$ cat config.mk
export PLATFORM = sky130hd
export DESIGN_NAME = clk_div_ctrl
export DESIGN_NICKNAME = d
export VERILOG_FILES = /design/src/rtl/clk_div_pkg.sv /design/src/rtl/half_cnt.sv /design/src/rtl/clk_div_ctrl.sv
export SDC_FILE = /design/constraint.sdc
export NUM_CORES = 1
export LEC_CHECK = 0
export ABC_AREA = 1
export BUFFER_PORTS_ARGS = -buffer_cell sky130_fd_sc_hd__buf_2
export CAP_MARGIN = 20
export CORE_UTILIZATION = 31
export DETAILED_ROUTE_END_ITERATION = 10
export PLACE_DENSITY = 0.56
export SKIP_LAST_GASP = 1
export SYNTH_ARGS = -nofsm -noshare
export SYNTH_HDL_FRONTEND = slang
export SYNTH_HIERARCHICAL = 1
export SYNTH_SLANG_ARGS = --single-unit
export TNS_END_PERCENT = 30
$ cat constraint.sdc
create_clock -name CLOCK -period 4.99 [get_ports CLOCK]
set_input_delay 0.998 -clock CLOCK [delete_from_list [all_inputs] [get_ports CLOCK]]
set_output_delay 0.998 -clock CLOCK [all_outputs]
set_load 0.02 [all_outputs]
$ cat src/rtl/clk_div_pkg.sv
// clk_div_pkg: shared state encoding and default sizing for the clock divider
package clk_div_pkg;
  typedef enum logic [1:0] {STOPPED, RUN, PENDING} state_t;
  localparam int WIDTH_DEF = 26;
  localparam int DEFAULT_HALF_DEF = 50_000_000;
endpackage

$ cat src/rtl/half_cnt.sv
// half_cnt: half-period counter that wraps to zero at limit-1 and flags that cycle
module half_cnt import clk_div_pkg::*; #(
  parameter int WIDTH = WIDTH_DEF
) (
  input  logic             clk,
  input  logic             rst,
  input  logic             i_clr,
  input  logic [WIDTH-1:0] i_limit,
  output logic             o_term
);
  logic [WIDTH-1:0] r_cnt;
  assign o_term = r_cnt == i_limit - WIDTH'(1);
  // count up, returning to zero on clear or at the end of a half period
  always_ff @(posedge clk or posedge rst)
    if (rst) r_cnt <= '0;
    else r_cnt <= (i_clr || o_term) ? '0 : r_cnt + WIDTH'(1);
endmodule

$ cat src/rtl/clk_div_ctrl.sv
// clk_div_ctrl: programmable divider producing slowclock/tick with glitch-free ratio updates
module clk_div_ctrl import clk_div_pkg::*; #(
  parameter int WIDTH        = WIDTH_DEF,
  parameter int DEFAULT_HALF = DEFAULT_HALF_DEF
) (
  input  logic             CLOCK,
  input  logic             RESET,
  input  logic             enable,
  input  logic             cfg_valid,
  input  logic [WIDTH-1:0] cfg_half,
  output logic             cfg_ready,
  output logic             cfg_err,
  output logic             slowclock,
  output logic             tick,
  output logic [WIDTH-1:0] active_half
);
  localparam logic [WIDTH-1:0] DEF = WIDTH'(DEFAULT_HALF);
  state_t           r_state;
  logic             r_slow, r_tick, r_err;
  logic [WIDTH-1:0] r_active, r_pend;
  logic             w_xfer, w_zero, w_good, w_term;
  assign cfg_ready   = r_state != PENDING;
  assign w_xfer      = cfg_valid && cfg_ready;
  assign w_zero      = cfg_half == '0;
  assign w_good      = w_xfer && !w_zero;
  assign cfg_err     = r_err;
  assign slowclock   = r_slow;
  assign tick        = r_tick;
  assign active_half = r_active;
  half_cnt #(.WIDTH(WIDTH)) u_cnt (
    .clk    (CLOCK),
    .rst    (RESET),
    .i_clr  (!enable || r_state == STOPPED),
    .i_limit(r_active),
    .o_term (w_term)
  );
  // run/stop FSM with handshake, deferred ratio update and slowclock/tick flops
  always_ff @(posedge CLOCK or posedge RESET)
    if (RESET) begin
      r_state  <= STOPPED;
      r_slow   <= 1'b0;
      r_tick   <= 1'b0;
      r_err    <= 1'b0;
      r_active <= DEF;
      r_pend   <= '0;
    end else begin
      r_err <= w_xfer && w_zero;
      if (r_state == STOPPED) begin
        r_slow <= 1'b0;
        r_tick <= 1'b0;
        if (w_good) r_active <= cfg_half;
        if (enable) r_state <= RUN;
      end else if (!enable) begin
        r_state <= STOPPED;
        r_slow  <= 1'b0;
        r_tick  <= 1'b0;
        if (r_state == PENDING) r_active <= r_pend;
        else if (w_good) r_active <= cfg_half;
      end else begin
        r_tick <= w_term && !r_slow;
        if (w_term) r_slow <= !r_slow;
        if (r_state == PENDING && w_term && r_slow) begin
          r_active <= r_pend;
          r_state  <= RUN;
        end
        if (w_good) begin
          r_pend  <= cfg_half;
          r_state <= PENDING;
        end
      end
    end
endmodule
==> metrics.yaml <==
yosys_warnings: 6
clock-sinks: 83
stdcell_area_mm2: 0.00636
dp_hpwl_mm: 10.5
power_frac_clock: 0.304
grt_pass1_vias: 4574
final_core_util: 0.365
numCtsBuffers: 9
grt_max_degree: 54
hold_viol_final: 0
die_y_um: 136
via_per_inst: 4.52
layout_min_cycle_time_ns: 3.28
totalWireLength_mm: 14.1
power_leakage_nw: 3.27
async_flop_share: 1.00
core.rowCount: 48
whs_endpoint: "r_pend[11]$_DFFE_PP0P_"
die_w_um: 136
drt_iter0_markers: 317
min_from: "r_pend[11]$_DFFE_PP0P_"
ys_types: 36
final_common_cell: "nand2_1"
reg2reg_setup_slack_ns: 1.71
syn_nets: 819
cts-resized-gates: 0
die_area_mm2: 0.0185
post_cts_buffers: 0
stdcell_count: 1069
r2r_start: "active_half[0]$_DFFE_PP0P_"
num_vias: 4829
p_seq_frac: 0.395
drt.antenna.violating_nets: 0
antenna_found_initial: 0
cp_max_fo: 16
syn2layout_area_growth_pct: 14.3
grt_pass1_wl_mm: 23.7
cap_violations: 0
initial_utilization: 0.320
power.total_mw: 2.48
cts_tree: "done"
postSynthCellCount: 787
ys_seq_area_frac: 0.376
final_cell_mix: "267 x nand2_1, 100 x inv_1, 73 x nor2_1"
layout-drive-gt1-share: 0.199
hold_class: "reg2reg"
clockBufferDepth: 2
worst-endpoint-arrival_ns: 3.59
max_slew.worst_pin.slew_ns: 0.996
critPathLaunchType: "flip-flop"
rr_endpoint: "active_half[25]$_DFFE_PP1P_"
routedWlPerCell_um: 13.2
dr.pass1.iters: 5
setup_viol_count_final: 0
clk_latency_ns: 0.35
p_comb_frac: 0.300
fillers: 1865
netlist_area_mm2: 0.00557
ys.flop_type: "dfrtp_1"
dp_cells: 1052
max_slew_margin: 0.334
postCtsHoldBufs: 0
ios: 60
io_buffers: 59
place_area_mm2: 0.00600
worstSetupPathType: "reg2reg"
cp.required_ns: 5.29
synth_edf_count: 0
hold_depth: 2
grt_overflow: 0
core-area_mm2: 0.0174
power.internal_mw: 1.53
antenna_cells: 0
syn_area_per_cell_um2: 7.07
final.setup.tns_ns: 0
drc: 0
clk_pin_slew_worst_paths_ns: 0.07
sw_frac_of_total: 0.382
ff2ff_path_depth: 21
fin_skew_ns: 0.00749
slew_violations: 0
finalCritPeriodShare: 0.658
ir_worst_vdd_v: 0.000180
fmax_ghz: 0.305
track_usage: 0.164
power.density_mw_per_mm2: 390
cts_root_buffer: "clkbuf_16"
grt_setup_unrepaired: "false"
htreeDepth: 3
status: "completed"
ys_ff_latch: 83
end_kind: "flip-flop"
place_congestion: 0.832
nets: 871
p_switching_mw: 0.947
[worst max-delay path: stages, from the launching register on]
cell,delay (ns)
dfrtp_1,0.40
inv_1,0.14
ha_1,0.24
nand2_1,0.18
nor2_2,0.29
nand2_1,0.09
nand2_1,0.06
nand2_1,0.05
inv_1,0.04
nand2_1,0.04
nor2_1,0.09
nand2_1,0.07
nor2_2,0.08
nand3_2,0.10
inv_1,0.12
nand2_1,0.11
o21ai_4,0.47
buf_4,0.34
o21ai_0,0.12
inv_1,0.08
nand2_1,0.05
nand2_1,0.06
[sequential cells by signal (all words and copies together) (netlist names)]
signal and flops:
cfg_err 1, slowclock 1, active_half 26, u_cnt/r_cnt 26, r_pend 26, tick 1, r_state 2
[synthesized netlist by cell type (all sizes together), types with 2 or more instances]
master,instances,area [µm²]
dfrtp,71,1780
inv,107,404
nand3,57,308
nand2,274,1060
clkbuf,6,26.3
nor3,7,35.0
ha,2,25.0
nand4,9,56.3
dfstp,12,315
nand3b,7,52.6
xnor2,15,131
buf,16,140
xor2,23,201
o21ai,65,412
nor2,111,582
[power by group through the flow]
stage	clock [mW]	combinational [mW]	sequential [mW]
6_report	0.754	0.744	0.980
5_1_grt	0.803	0.852	1.00
4_1_cts	0.772	0.748	0.982
3_5_place_dp	0	0.743	0.994
3_3_place_gp	0	0.738	0.995
2_1_floorplan	0	0.499	1.01
[per-layer routing]
metal	vias up	share of wire	global-route usage
met1	2188	0.51	0.241
met3	14	0.053	0.0373
li1	2529	-	-
met5	-	0	0
met2	98	0.43	0.243
met4	0	0.0099	0.0352
[worst max-delay path by stage]
| stage | endpoint | cells after the start | from | slack, ns |
|---|---|---|---|---|
| final | active_half[25]$_DFFE_PP1P_ | 21 | active_half[0]$_DFFE_PP0P_ | 1.71 |
| after global routing | active_half[25]$_DFFE_PP1P_ | 21 | active_half[0]$_DFFE_PP0P_ | 1.35 |
| after CTS | active_half[25]$_DFFE_PP1P_ | 21 | active_half[0]$_DFFE_PP0P_ | 1.71 |
| after detailed placement | active_half[25]$_DFFE_PP1P_ | 21 | active_half[0]$_DFFE_PP0P_ | 1.75 |
| after global placement | active_half[25]$_DFFE_PP1P_ | 21 | active_half[0]$_DFFE_PP0P_ | 1.85 |
| after floorplan | active_half[6]$_DFFE_PP0P_ | 20 | active_half[0]$_DFFE_PP0P_ | 2.33 |
[final cells by class]
class                   count  area (µm²)  share of cell area
repair buffers             63         345              0.0543
clock inverters             6        96.3              0.0151
clock buffers              10         239              0.0376
flip-flops and latches     83        2090               0.329
inverters                 107         404              0.0635
multi-input cells         575        2910               0.457
well taps                 225         282              0.0442
[metrics by stage]
step / worst slack [ns] / hold slack, ns
4_1_cts: 1.71 / 0.486
5_1_grt: 1.35 / 0.522
3_3_place_gp: 1.85 / 0.464
3_5_place_dp: 1.75 / 0.470
2_1_floorplan: 2.33 / 0.448
6_report: 1.71 / 0.488
[cell families (layout without fill, tap and decap cells)]
| logic type | count (synthesis) | count (layout) | share of synthesized area |
|---|---|---|---|
| AND/OR/NAND/NOR | 467 | 467 | 0.380 |
| adder cells (fa/ha/maj) | 2 | 2 | 0.00449 |
| flip-flops | 83 | 83 | 0.376 |
| XOR/XNOR | 38 | 38 | 0.0598 |
| AO/OA/AOI/OAI | 68 | 68 | 0.0773 |
| buffers and inverters | 129 | 186 | 0.102 |
No activity file was read; power rests on OpenSTA's default activity.
